**src/rtl/user_req_arbiter_pkg.sv**
```systemverilog
// Shared types and defaults for the two-port user request arbiter.
package user_arb_pkg;

    typedef enum logic [1:0] {
        IDLE  = 2'd0,
        ISSUE = 2'd1,
        WAIT  = 2'd2
    } state_e;

    typedef enum logic {
        WR = 1'b0,
        RD = 1'b1
    } dir_e;

    localparam int DEFAULT_TIMEOUT = 1024;

endpackage

```
**src/rtl/user_req_arbiter_rr_arb2.sv**
```systemverilog
// Two-way round-robin picker: with both pending, the one not granted last wins.
module rr_arb2 (
    input  logic [1:0] pending,
    input  logic       last_grant,
    output logic       grant_valid,
    output logic       grant_idx
);

    always_comb begin
        grant_valid = |pending;
        grant_idx   = 1'b0;
        if (pending == 2'b11) begin
            grant_idx = ~last_grant;
        end else begin
            grant_idx = pending[1];
        end
    end

endmodule

```
**src/rtl/user_req_arbiter.sv**
```systemverilog
// Shares the master's U_* request port between two requesters, one transaction
// at a time, with a WAIT-state timeout. Valid/ready: a request is a level held until rN_ack.
module user_req_arbiter
    import user_arb_pkg::*;
#(
    parameter int TIMEOUT = DEFAULT_TIMEOUT,
    parameter int CW      = 11
) (
    input  logic        clk,
    input  logic        reset,
    input  logic        r0_wreq,
    input  logic        r0_rreq,
    input  logic [31:0] r0_addr,
    input  logic [31:0] r0_wdata,
    input  logic [3:0]  r0_strb,
    input  logic [3:0]  r0_blen,
    output logic        r0_ack,
    output logic        r0_done,
    output logic        r0_err,
    output logic        r0_rvld,
    input  logic        r1_wreq,
    input  logic        r1_rreq,
    input  logic [31:0] r1_addr,
    input  logic [31:0] r1_wdata,
    input  logic [3:0]  r1_strb,
    input  logic [3:0]  r1_blen,
    output logic        r1_ack,
    output logic        r1_done,
    output logic        r1_err,
    output logic        r1_rvld,
    output logic [31:0] rdata,
    output logic        U_WVALID,
    output logic        U_RVALID,
    output logic [31:0] U_AWADDR,
    output logic [31:0] U_WDATA,
    output logic [31:0] U_ARADDR,
    output logic [3:0]  U_STRB,
    output logic [3:0]  U_BLEN,
    input  logic [31:0] U_RDATA,
    input  logic        U_RBEAT,
    input  logic        U_WDONE,
    input  logic        U_RDONE,
    output state_e      dbg_state
);

    localparam logic [CW-1:0] TO_LAST = CW'(TIMEOUT - 1);

    state_e        state_q, state_d;
    logic          last_q, last_d;
    logic          gnt_q, gnt_d;
    dir_e          dir_q, dir_d;
    logic [CW-1:0] cnt_q, cnt_d;
    logic [1:0]    ack_q, ack_d;
    logic [1:0]    done_q, done_d;
    logic [1:0]    err_q, err_d;
    logic [1:0]    rvld_q, rvld_d;
    logic [31:0]   rdata_q, rdata_d;
    logic          wvalid_q, wvalid_d;
    logic          rvalid_q, rvalid_d;
    logic [31:0]   awaddr_q, awaddr_d;
    logic [31:0]   wdata_q, wdata_d;
    logic [31:0]   araddr_q, araddr_d;
    logic [3:0]    strb_q, strb_d;
    logic [3:0]    blen_q, blen_d;

    logic [1:0]    pending;
    logic          grant_valid;
    logic          grant_idx;
    logic          sel_wreq;
    logic [31:0]   sel_addr;
    logic [31:0]   sel_wdata;
    logic [3:0]    sel_strb;
    logic [3:0]    sel_blen;
    logic          complete;

    assign pending = {r1_wreq | r1_rreq, r0_wreq | r0_rreq};

    rr_arb2 u_rr_arb2 (
        .pending     (pending),
        .last_grant  (last_q),
        .grant_valid (grant_valid),
        .grant_idx   (grant_idx)
    );

    always_comb begin
        sel_wreq  = grant_idx ? r1_wreq  : r0_wreq;
        sel_addr  = grant_idx ? r1_addr  : r0_addr;
        sel_wdata = grant_idx ? r1_wdata : r0_wdata;
        sel_strb  = grant_idx ? r1_strb  : r0_strb;
        sel_blen  = grant_idx ? r1_blen  : r0_blen;
        complete  = (dir_q == WR) ? U_WDONE : U_RDONE;
    end

    // U_* strobes and operands are loaded on the IDLE->ISSUE edge so they are
    // registered yet visible during the ISSUE cycle.
    always_comb begin
        state_d  = state_q;
        last_d   = last_q;
        gnt_d    = gnt_q;
        dir_d    = dir_q;
        cnt_d    = cnt_q;
        ack_d    = 2'b00;
        done_d   = 2'b00;
        err_d    = 2'b00;
        rvld_d   = 2'b00;
        rdata_d  = rdata_q;
        wvalid_d = 1'b0;
        rvalid_d = 1'b0;
        awaddr_d = awaddr_q;
        wdata_d  = wdata_q;
        araddr_d = araddr_q;
        strb_d   = strb_q;
        blen_d   = blen_q;
        case (state_q)
            IDLE: begin
                if (grant_valid) begin
                    gnt_d            = grant_idx;
                    last_d           = grant_idx;
                    ack_d[grant_idx] = 1'b1;
                    state_d          = ISSUE;
                    if (sel_wreq) begin
                        dir_d    = WR;
                        wvalid_d = 1'b1;
                        awaddr_d = sel_addr;
                        wdata_d  = sel_wdata;
                        strb_d   = sel_strb;
                    end else begin
                        dir_d    = RD;
                        rvalid_d = 1'b1;
                        araddr_d = sel_addr;
                        blen_d   = sel_blen;
                    end
                end
            end
            ISSUE: begin
                cnt_d   = '0;
                state_d = WAIT;
            end
            WAIT: begin
                if (dir_q == RD && U_RBEAT) begin
                    rdata_d       = U_RDATA;
                    rvld_d[gnt_q] = 1'b1;
                end
                if (complete) begin
                    done_d[gnt_q] = 1'b1;
                    state_d       = IDLE;
                end else if (cnt_q == TO_LAST) begin
                    err_d[gnt_q] = 1'b1;
                    state_d      = IDLE;
                end else begin
                    cnt_d = cnt_q + CW'(1);
                end
            end
            default: state_d = IDLE;
        endcase
    end

    always_ff @(posedge clk) begin
        if (reset) begin
            state_q  <= IDLE;
            last_q   <= 1'b1;
            gnt_q    <= 1'b0;
            dir_q    <= WR;
            cnt_q    <= '0;
            ack_q    <= 2'b00;
            done_q   <= 2'b00;
            err_q    <= 2'b00;
            rvld_q   <= 2'b00;
            rdata_q  <= '0;
            wvalid_q <= 1'b0;
            rvalid_q <= 1'b0;
            awaddr_q <= '0;
            wdata_q  <= '0;
            araddr_q <= '0;
            strb_q   <= '0;
            blen_q   <= '0;
        end else begin
            state_q  <= state_d;
            last_q   <= last_d;
            gnt_q    <= gnt_d;
            dir_q    <= dir_d;
            cnt_q    <= cnt_d;
            ack_q    <= ack_d;
            done_q   <= done_d;
            err_q    <= err_d;
            rvld_q   <= rvld_d;
            rdata_q  <= rdata_d;
            wvalid_q <= wvalid_d;
            rvalid_q <= rvalid_d;
            awaddr_q <= awaddr_d;
            wdata_q  <= wdata_d;
            araddr_q <= araddr_d;
            strb_q   <= strb_d;
            blen_q   <= blen_d;
        end
    end

    assign {r1_ack,  r0_ack}  = ack_q;
    assign {r1_done, r0_done} = done_q;
    assign {r1_err,  r0_err}  = err_q;
    assign {r1_rvld, r0_rvld} = rvld_q;
    assign rdata     = rdata_q;
    assign U_WVALID  = wvalid_q;
    assign U_RVALID  = rvalid_q;
    assign U_AWADDR  = awaddr_q;
    assign U_WDATA   = wdata_q;
    assign U_ARADDR  = araddr_q;
    assign U_STRB    = strb_q;
    assign U_BLEN    = blen_q;
    assign dbg_state = state_q;

endmodule

```
**config.mk**
```make
export PLATFORM = sky130hd
export DESIGN_NAME = user_req_arbiter
export DESIGN_NICKNAME = d
export VERILOG_FILES = /design/src/rtl/user_req_arbiter_pkg.sv /design/src/rtl/user_req_arbiter_rr_arb2.sv /design/src/rtl/user_req_arbiter.sv
export SDC_FILE = /design/constraint.sdc
export NUM_CORES = 1
export LEC_CHECK = 0
export ABC_CLOCK_PERIOD_IN_PS = 4300
export BUFFER_PORTS_ARGS = -buffer_cell sky130_fd_sc_hd__buf_2
export CAP_MARGIN = 20
export CORE_AREA = 2 2 130 132
export DETAILED_ROUTE_END_ITERATION = 10
export DIE_AREA = 0 0 132 134
export PLACE_DENSITY = 0.76
export SLEW_MARGIN = 15
export SYNTH_ARGS = -nofsm -noshare
export SYNTH_HDL_FRONTEND = slang
export SYNTH_SLANG_ARGS = --single-unit
```
**constraint.sdc**
```tcl
create_clock -name clk -period 4.3 [get_ports clk]
set_input_delay 0.215 -clock clk [delete_from_list [all_inputs] [get_ports clk]]
set_output_delay 0.215 -clock clk [all_outputs]
set_load 0.05 [all_outputs]
```
======== Word-level counts from Yosys, hierarchy flattened ========
Cells that the tools add are included.
W data, S select, Z words.
word-level totals
  memories ................................ 0
  input port bits ......................... 185
  bits in latches ......................... 0
  bits in registers ....................... 162
  memory bits (read-only) ................. 0
  word-level logic and storage cells ...... 76
  RAM bits ................................ 0
operators by class
  bitwise logic cells ..................... 10
  $mul .................................... 0
  reductions and logical operators ........ 16
  add/subtract/negate cells ............... 1
  magnitude comparators ................... 4
  div/mod/pow operators ................... 0
  multiplexer cells ....................... 20
  equal/unequal tests ..................... 8
  shift-type cells ........................ 0
operators with widths
  cell                     number
  $mux W32                 2
  $mux W11                 2
  $pmux W11 S2             1
  $add A11 B1 Y11 const B  1
  $eq A11 B10 Y1 const B   1
  $reduce_and A3 Y1        3
  $reduce_or A3 Y1         3
  $mux W4                  2
  $not A1 Y1               8
  $mux W1                  7
  $mux W2                  3
  $ne A2 B2 Y1 const B     3
  $pmux W2 S3              1
  $reduce_and A2 Y1        3
  $eq A2 B2 Y1 const B     2
  $lt A1 B2 Y1 const B     2
  $reduce_or A4 Y1         1
  $logic_and A1 B1 Y1      3
  $ne A3 B3 Y1 const B     1
  $demux W1 S1             2
  $eq A2 B1 Y1 const B     1
  $ge A1 B1 Y1 const B     2
  $logic_not A2 Y1         1
  $or A1 B1 Y1             2
  2 further kinds          2

======== Depth between registers and ports, before layout ========
Gate-level depths: netlist (run 1).
  word-level depth ........................ 7
  gate-level depth with buffers ........... 7
  depth with buffers taken out ............ 6

======== Modules after synthesis ========
From an unflattened synthesis (run 1), not the netlist that was laid out.
second synthesis, totals
  cell total of the unflattened synthesis .. 690
  area total of the unflattened synthesis .. 6,520.0 um2
modules (own cells, without submodules)
  module            instances  area an instance (um2)  cells each
  user_req_arbiter  1          6,506.2                 688
  rr_arb2           1          13.8                    2

======== Worst setup path after synthesis (run 1) ========
No wires, ideal clock.
  kind .................................... register to register
  from .................................... reg state_q[1] (netlist: dbg_state[1])
  to ...................................... reg cnt_q[9]
  cell stages (with the launch flop) ...... 6
  arrival ................................. 1.772 ns
  setup slack ............................. 2.471 ns
  required time ........................... 4.243 ns
  buffers on the path ..................... 0
  clock period less this slack ............ 1.829 ns
  path through ............................ dfxtp_1 -> nor3b_2 -> nand2_1 -> or3_1 -> nor3_1 -> a21o_1
between the ends
  cells in the longest elaborated chain, start to end .. 3
  elaborated cells between the ends (all ways) .. 7
RTL lines
  what                                                          RTL line                 text
  start: declaration                                            user_req_arbiter.sv:48   state_e state_q, state_d;
  start signal: assignment                                      user_req_arbiter.sv:178  state_q <= state_d;
  $eq A2 B2 Y1 or $eq A2 B1 Y1 (tied branches)                  user_req_arbiter.sv:114  case (state_q)
  $ne A2 B2 Y1 (no line) or $reduce_bool A2 Y1 (tied branches)  -
  $reduce_and A3 Y1 (no line)                                   -
  end signal: assignment                                        user_req_arbiter.sv:182  cnt_q <= cnt_d;
  end: declaration                                              user_req_arbiter.sv:52   logic [CW-1:0] cnt_q, cnt_d;
Several ways; a longest one is shown, not always the timed one.
A chain may end at the register's enable or synchronous reset.

======== Worst setup path in the final report (run 1) ========
  from .................................... reg last_q
  to ...................................... reg blen_q[1] (netlist: U_BLEN[1])
between the ends
  cells in the longest elaborated chain, start to end .. 5
  elaborated cells between the ends (all ways) .. 6
RTL lines
  what                         RTL line                        text
  start: declaration           user_req_arbiter.sv:49          logic last_q, last_d;
  start signal: assignment     user_req_arbiter.sv:179         last_q <= last_d;
  $not A1 Y1 *                 user_req_arbiter_rr_arb2.sv:13  grant_idx = ~last_grant;
  $mux W1 *                    user_req_arbiter_rr_arb2.sv:12  if (pending == 2'b11) begin
  $mux W1                      user_req_arbiter.sv:86          sel_wreq = grant_idx ? r1_wreq : r0_wreq;
  $not A1 Y1 (no line)         -
  $reduce_and A3 Y1 (no line)  -
  end signal: assignment       user_req_arbiter.sv:194         blen_q <= blen_d;
  end: declaration             user_req_arbiter.sv:64          logic [3:0] blen_q, blen_d;
Mark *: on every way between the ends. The rest lies on a longest branch, timed or not.

==> impl_metrics.py, run 1 <==
metrics = {
    "routing": {
        "drtIter0Drc": 244,
        "drt-total-wl_um": 18300,
        "routed-via-count": 6048,
        "viasPerCell": 4.91,
        "drt_pass1_iterations": 4,
        "ant_nets": 0,
        "route.detailed.drc": 0,
        "wl_per_cell_um": 14.9,
    },
    "sta": {
        "holdWs_ns": 0.0347,
        "worst_slew_pin_slew_ns": 1.03,
        "clock_skew_ns": 0.0103,
        "finalHoldViolCount": 0,
        "max_freq_ghz": 0.432,
        "max-slew-margin-rel_pct": 31.3,
        "period_share_pct": 53.8,
        "fin_tns_setup_ns": 0,
        "drv_slew": 0,
        "fin_crit_ns": 2.31,
        "rsz0062_at_grt": "false",
        "setup_violations": 0,
    },
    "placed_design": {
        "hpwl_um": 13500,
        "dpl.cell_count": 1198,
        "place.gp.congestion": 0.894,
        "portBuffers": 332,
    },
    "worst_setup_path": {
        "crit_type": "flip-flop to flip-flop",
        "cp.required_ns": 4.63,
        "cp-start-kind": "flip-flop",
        "worstPathMaxFanout": 39,
        "crit_arrival_ns": 2.64,
        "worst_r2r_path_depth": 6,
        "regToRegStartpoint": "last_q$_SDFFE_PP1P_",
        "critPathLaunch": "last_q$_SDFFE_PP1P_",
        "end_kind": "flip-flop",
    },
    "floorplanning": {
        "io-pin-count": 333,
        "die_y_um": 134,
        "core_area_mm2": 0.0163,
        "rows": 47,
        "initial_core_util_pct": 40.3,
        "dieArea_mm2": 0.0177,
        "die_w_um": 132,
    },
    "clocking": {
        "postCtsSetupBuffers": 0,
        "cts_tree": "built",
        "clkLatencyLatePin_ns": 0.41,
        "clkSinkCount": 162,
        "holdBufCountCts": 0,
        "cts_root_buf": "clkbuf_16",
        "clk_pin_slew_worst_paths_ns": 0.06,
        "cts_made_buffers": 17,
        "h-tree-depth": 4,
        "clock_path_buffers": 2,
        "ctsResizeCount": 0,
    },
    "synth": {
        "synth_edf_count": 0,
        "synth_nets": 879,
        "yosys_warnings": 0,
        "syn_area_per_cell_um2": 9.48,
        "synth.ff_latch_count": 162,
        "ys.flop_type": "dfxtp_1",
        "yosysUniqueCellTypes": 38,
        "ys_seq_area_share_pct": 49.4,
        "synth_area_mm2": 0.00657,
        "syn_inst": 693,
        "async_flop_share_pct": 0,
    },
    "min_path": {
        "min-delay-start": "U_RDATA[5]",
        "whs_path_depth": 3,
        "hold_class": "primary input to flip-flop",
    },
    "power": {
        "power.density_mw_per_mm2": 501,
        "vdd_drop_max_mv": 0.292,
        "power_leakage_nw": 4.23,
    },
    "grt": {
        "overflow": 0,
        "grt_antenna_before_repair": 1,
        "grt_pass1_vias": 5695,
        "grt_use_total_pct": 20.0,
        "grt_max_degree": 92,
        "grt_pass1_wl_um": 28500,
    },
    "cells_and_area": {
        "drive_gt1_share_pct": 40.9,
        "diodes": 0,
        "final_cells": 1231,
        "fillCellCount": 1480,
        "syn2layout_area_growth_pct": 35.8,
        "fin_util_pct": 54.8,
        "final_common_cell": "buf_2",
        "nets": 1184,
        "layout_common_cells": "331 x buf_2, 162 x dfxtp_1, 117 x nor2_1",
    },
    "status": {
        "outcome": "finished, final reports clean",
    },
    "flow_run": {
        "max_cap_viol_count": 0,
    },
}
[through the flow]
stage	setup WS, ns	cell area [um2]	power [mW]
after floorplan	2.47	6570	2.74
after global placement	2.07	8330	3.05
after detailed placement	1.94	8340	3.07
after CTS	1.94	8900	4.51
after global routing	1.73	8920	4.67
final	1.99	8920	4.47
[power breakdown]
part	leakage, nW	switching [mW]	internal, mW
clock network	0.270	0.629	0.808
registers	1.33	0.0797	1.65
logic	2.63	0.931	0.369
[sequential cells by signal, summed over array words and instances (netlist names), 2 cells and up]
register and cells:
U_ARADDR 32, U_AWADDR 32, cnt_q 11, dbg_state 2, U_BLEN 4, ack_q 2
rvld_q 2, rdata 32, U_STRB 4, U_WDATA 32, done_q 2, err_q 2
[area by class of cell]
| type | count | area [um2] | share of cell area, % |
|---|---|---|---|
| Clock buffer | 19 | 433 | 4.85 |
| Clock inverter | 13 | 128 | 1.43 |
| Inverter | 3 | 11.3 | 0.126 |
| Sequential cell | 162 | 3240 | 36.4 |
| Timing Repair Buffer | 340 | 1760 | 19.8 |
| Multi-Input combinational cell | 474 | 3070 | 34.4 |
| Tap cell | 220 | 275 | 3.09 |
[path summary, 6_finish.rpt]
check,slack [ns],end
max,1.99,U_BLEN[1]$_SDFFE_PP0P_
min,0.03,rdata[5]$_SDFFE_PP0N_
max reg2reg,1.99,U_BLEN[1]$_SDFFE_PP0P_
min reg2reg,0.44,cnt_q[10]$_SDFFE_PP0P_
[cell families after synthesis]
kind of cell | count (synthesis) | share of synthesized area, %
multiplexers | 75 | 11.4
adder cells (fa/ha/maj) | 1 | 0.190
XOR/XNOR | 1 | 0.133
buffers and inverters | 57 | 4.32
AND/OR/NAND/NOR | 229 | 14.3
AO/OA/AOI/OAI | 168 | 20.3
flip-flops | 162 | 49.4
[synth_stat cells (4+ instances only)]
library cell	number	area share [%]
dfxtp_1	162	49
nor2_1	117	6.7
nand2_1	78	4.5
mux2i_1	75	11
a211oi_1	68	7.8
a21oi_1	41	3.1
a211oi_2	36	6.9
buf_2	29	2.2
clkbuf_1	20	1.1
o21ai_0	11	0.84
nor3_1	10	0.76
nand3_1	6	0.46
buf_6	4	0.69
[critical path, stage by stage (launching register included)]
cell	delay [ns]
dfxtp_1	0.33
nand2b_1	0.14
a21oi_1	0.31
o21ba_4	0.63
buf_4	0.51
nor2_1	0.10
a211oi_2	0.21
[layer usage]
layer	GRT usage (%)	part of all wire [%]	vias to the layer above
met3	6.24	7.3	34
met4	7.97	2.0	2
met2	34.8	49	234
met1	23.0	42	2722
li1	-	-	3056
met5	0	0.071	-
(Power assumes the default switching activity.)
==> run 2, diff against run 1 <==
Settings changed: ABC_CLOCK_PERIOD_IN_PS 4300 to 1940, CORE_AREA 2 2 130 132 to not set, CORE_UTILIZATION set to 41, DIE_AREA 0 0 132 134 to not set, PLACE_DENSITY 0.76 to 0.8.
Clock period 4.3 ns to 1.94 ns, I/O delays scaled along.
==> run 2 against run 1 <==
Effect of this change:
- count of clock-buffer cells in the layout rose by 1
- core utilization grew 6.6 points
- combinational power rose by 140%
- total power increased by 130%
- cell area increased by 6.2%
- critical path type unchanged
- largest power group unchanged
==> impl_metrics.py, run 2 (synthesized netlist as in run 1, its figures left out) <==
metrics = {
    "worst_setup_path": {
        "cp_top_family": "simple AND/OR/NAND/NOR gates",
        "cp-start-kind": "flip-flop",
        "cpPeakStageDelay_ns": 0.44,
        "end_kind": "flip-flop",
        "cpMaxStageDelayCell": "mux2i_1",
        "crit_type": "flip-flop to flip-flop",
        "crit_chain": "mux2i_1 -> nand2_1 -> nor2_1 -> a21oi_1 -> mux2i_1",
        "path_buf_inv": 0,
        "cp.required_ns": 2.28,
        "critPathMostFrequentCell": "mux2i_1",
        "worstPathMaxFanout": 6,
        "crit_arrival_ns": 2.13,
    },
    "min_path": {
        "hold_class": "primary input to flip-flop",
    },
    "grt": {
        "grt_antenna_before_repair": 0,
        "grt_use_total_pct": 23.4,
        "overflow": 0,
        "grt_pass1_vias": 6040,
        "grt_pass1_wl_um": 29900,
        "grt_max_degree": 95,
    },
    "sta": {
        "max_freq_ghz": 0.559,
        "fin_tns_setup_ns": 0,
        "holdWs_ns": 0.0184,
        "worst_slew_pin_slew_ns": 0.635,
        "fin_crit_ns": 1.79,
        "setup_violations": 0,
        "period_share_pct": 92.1,
        "finalHoldViolCount": 0,
        "rsz0062_at_grt": "true",
        "drv_slew": 0,
        "max-slew-margin-rel_pct": 57.7,
        "clock_skew_ns": 0.00891,
    },
    "clocking": {
        "h-tree-depth": 4,
        "clock_path_buffers": 2,
        "clk_pin_slew_worst_paths_ns": 0.06,
        "cts_root_buf": "clkbuf_16",
        "clkLatencyLatePin_ns": 0.42,
        "cts_made_buffers": 17,
        "clkSinkCount": 162,
        "cts_tree": "built",
    },
    "cells_and_area": {
        "layout_common_cells": "331 x buf_2, 162 x dfxtp_1, 117 x nor2_1",
        "drive_gt1_share_pct": 40.2,
        "diodes": 0,
        "syn2layout_area_growth_pct": 44.2,
        "nets": 1233,
        "final_common_cell": "buf_2",
    },
    "power": {
        "seq_power_share_pct": 37.0,
        "p_int_mw": 6.77,
        "power.density_mw_per_mm2": 1100,
        "power_switching_mw": 3.63,
        "power_leakage_nw": 4.49,
        "p_clk_share_pct": 33.5,
        "p_comb_share_pct": 29.5,
        "vdd_drop_max_mv": 0.691,
        "sw_frac_of_total_pct": 34.9,
    },
    "placed_design": {
        "place.gp.congestion": 0.919,
        "hpwl_um": 13600,
        "portBuffers": 332,
    },
    "routing": {
        "drt-total-wl_um": 20300,
        "routed-via-count": 6464,
        "ant_nets": 0,
        "drtIter0Drc": 342,
        "wl_per_cell_um": 16.0,
        "viasPerCell": 5.09,
        "drt_pass1_iterations": 4,
        "route.detailed.drc": 0,
    },
    "floorplanning": {
        "die_w_um": 129,
        "io-pin-count": 333,
        "core_area_mm2": 0.0154,
        "die_y_um": 129,
        "initial_core_util_pct": 42.6,
        "dieArea_mm2": 0.0165,
        "rows": 45,
    },
    "flow_run": {
        "max_cap_viol_count": 0,
    },
    "status": {
        "outcome": "finished, final reports clean",
    },
}
run 2: cell count changes in the layout (fill, tap and decap cells not counted), sizes merged:
| cell | change |
|---|---|
| clkinv | -1 |
| clkinvlp | -1 |
| inv | -4 |
| bufinv | +3 |
| dlygate4sd3 | +35 |
| buf | +13 |
| clkbuf | +2 |
run 2: layout make-up:
type | instances | area [um2]
clock buffers | 20 | 447
clock inverters | 10 | 160
fillers | 1283 | 5950
inverters | 3 | 11.3
multi-input cells | 474 | 3070
flip-flops and latches | 162 | 3240
well taps | 211 | 264
repair buffers | 389 | 2280
run 2: metrics by stage:
step,std cells,setup slack (ns),power (mW),utilization [%],cell area [um2]
final,1269,0.153,10.4,61.4,9470
after global routing,1269,-0.000936,10.8,61.4,9470
after CTS,1268,0.138,10.4,61.3,9450
after detailed placement,1203,0.135,6.88,55.1,8490
after global placement,1203,0.239,6.83,55.1,8490
after floorplan,693,0.111,6.06,-,6570
run 2: worst paths after layout:
kind,cells past startpoint,slack [ns],to,startpoint
setup / recovery,5,0.15,cnt_q[5]$_SDFFE_PP0P_,dir_q$_SDFFE_PP0P_
hold / removal,3,0.02,U_STRB[1]$_SDFFE_PP0P_,r0_strb[1]
setup reg to reg,5,0.15,cnt_q[5]$_SDFFE_PP0P_,dir_q$_SDFFE_PP0P_
hold reg to reg,1,0.44,cnt_q[10]$_SDFFE_PP0P_,cnt_q[10]$_SDFFE_PP0P_
run 2: metal layers:
metal,global-route usage [%],wire length (um),vias to the layer above
li1,-,-,3155
met1,24.9,7870,2959
met2,42.5,10300,298
met3,6.57,1510,52
met4,11.0,616,0
met5,0,0,-
run 2: tightest hold or removal path: cells and delay by family:
| family | cells | cell delay [ns] |
|---|---|---|
| buf+inv | 1 | 0.09 |
| compound gates | 1 | 0.08 |
| mux | 1 | 0.12 |
run 2: power groups by stage:
stage                     combinational [mW]  clock, mW  sequential [mW]
after floorplan                         1.06          0             5.01
after global placement                  2.93          0             3.89
after detailed placement                2.98          0             3.90
after CTS                               3.04       3.54             3.84
after global routing                    3.25       3.68             3.88
final                                   3.06       3.49             3.84
run 2: timing repair:
| item | 4_1_cts | 5_1_grt |
|---|---|---|
| setup buffers | 0 | 0 |
| hold buffers | 35 | 0 |
| setup endpoints to repair | 0 | 7 |
| resized for setup | 0 | 2 |
| endpoints found under the hold margin | 36 | 0 |
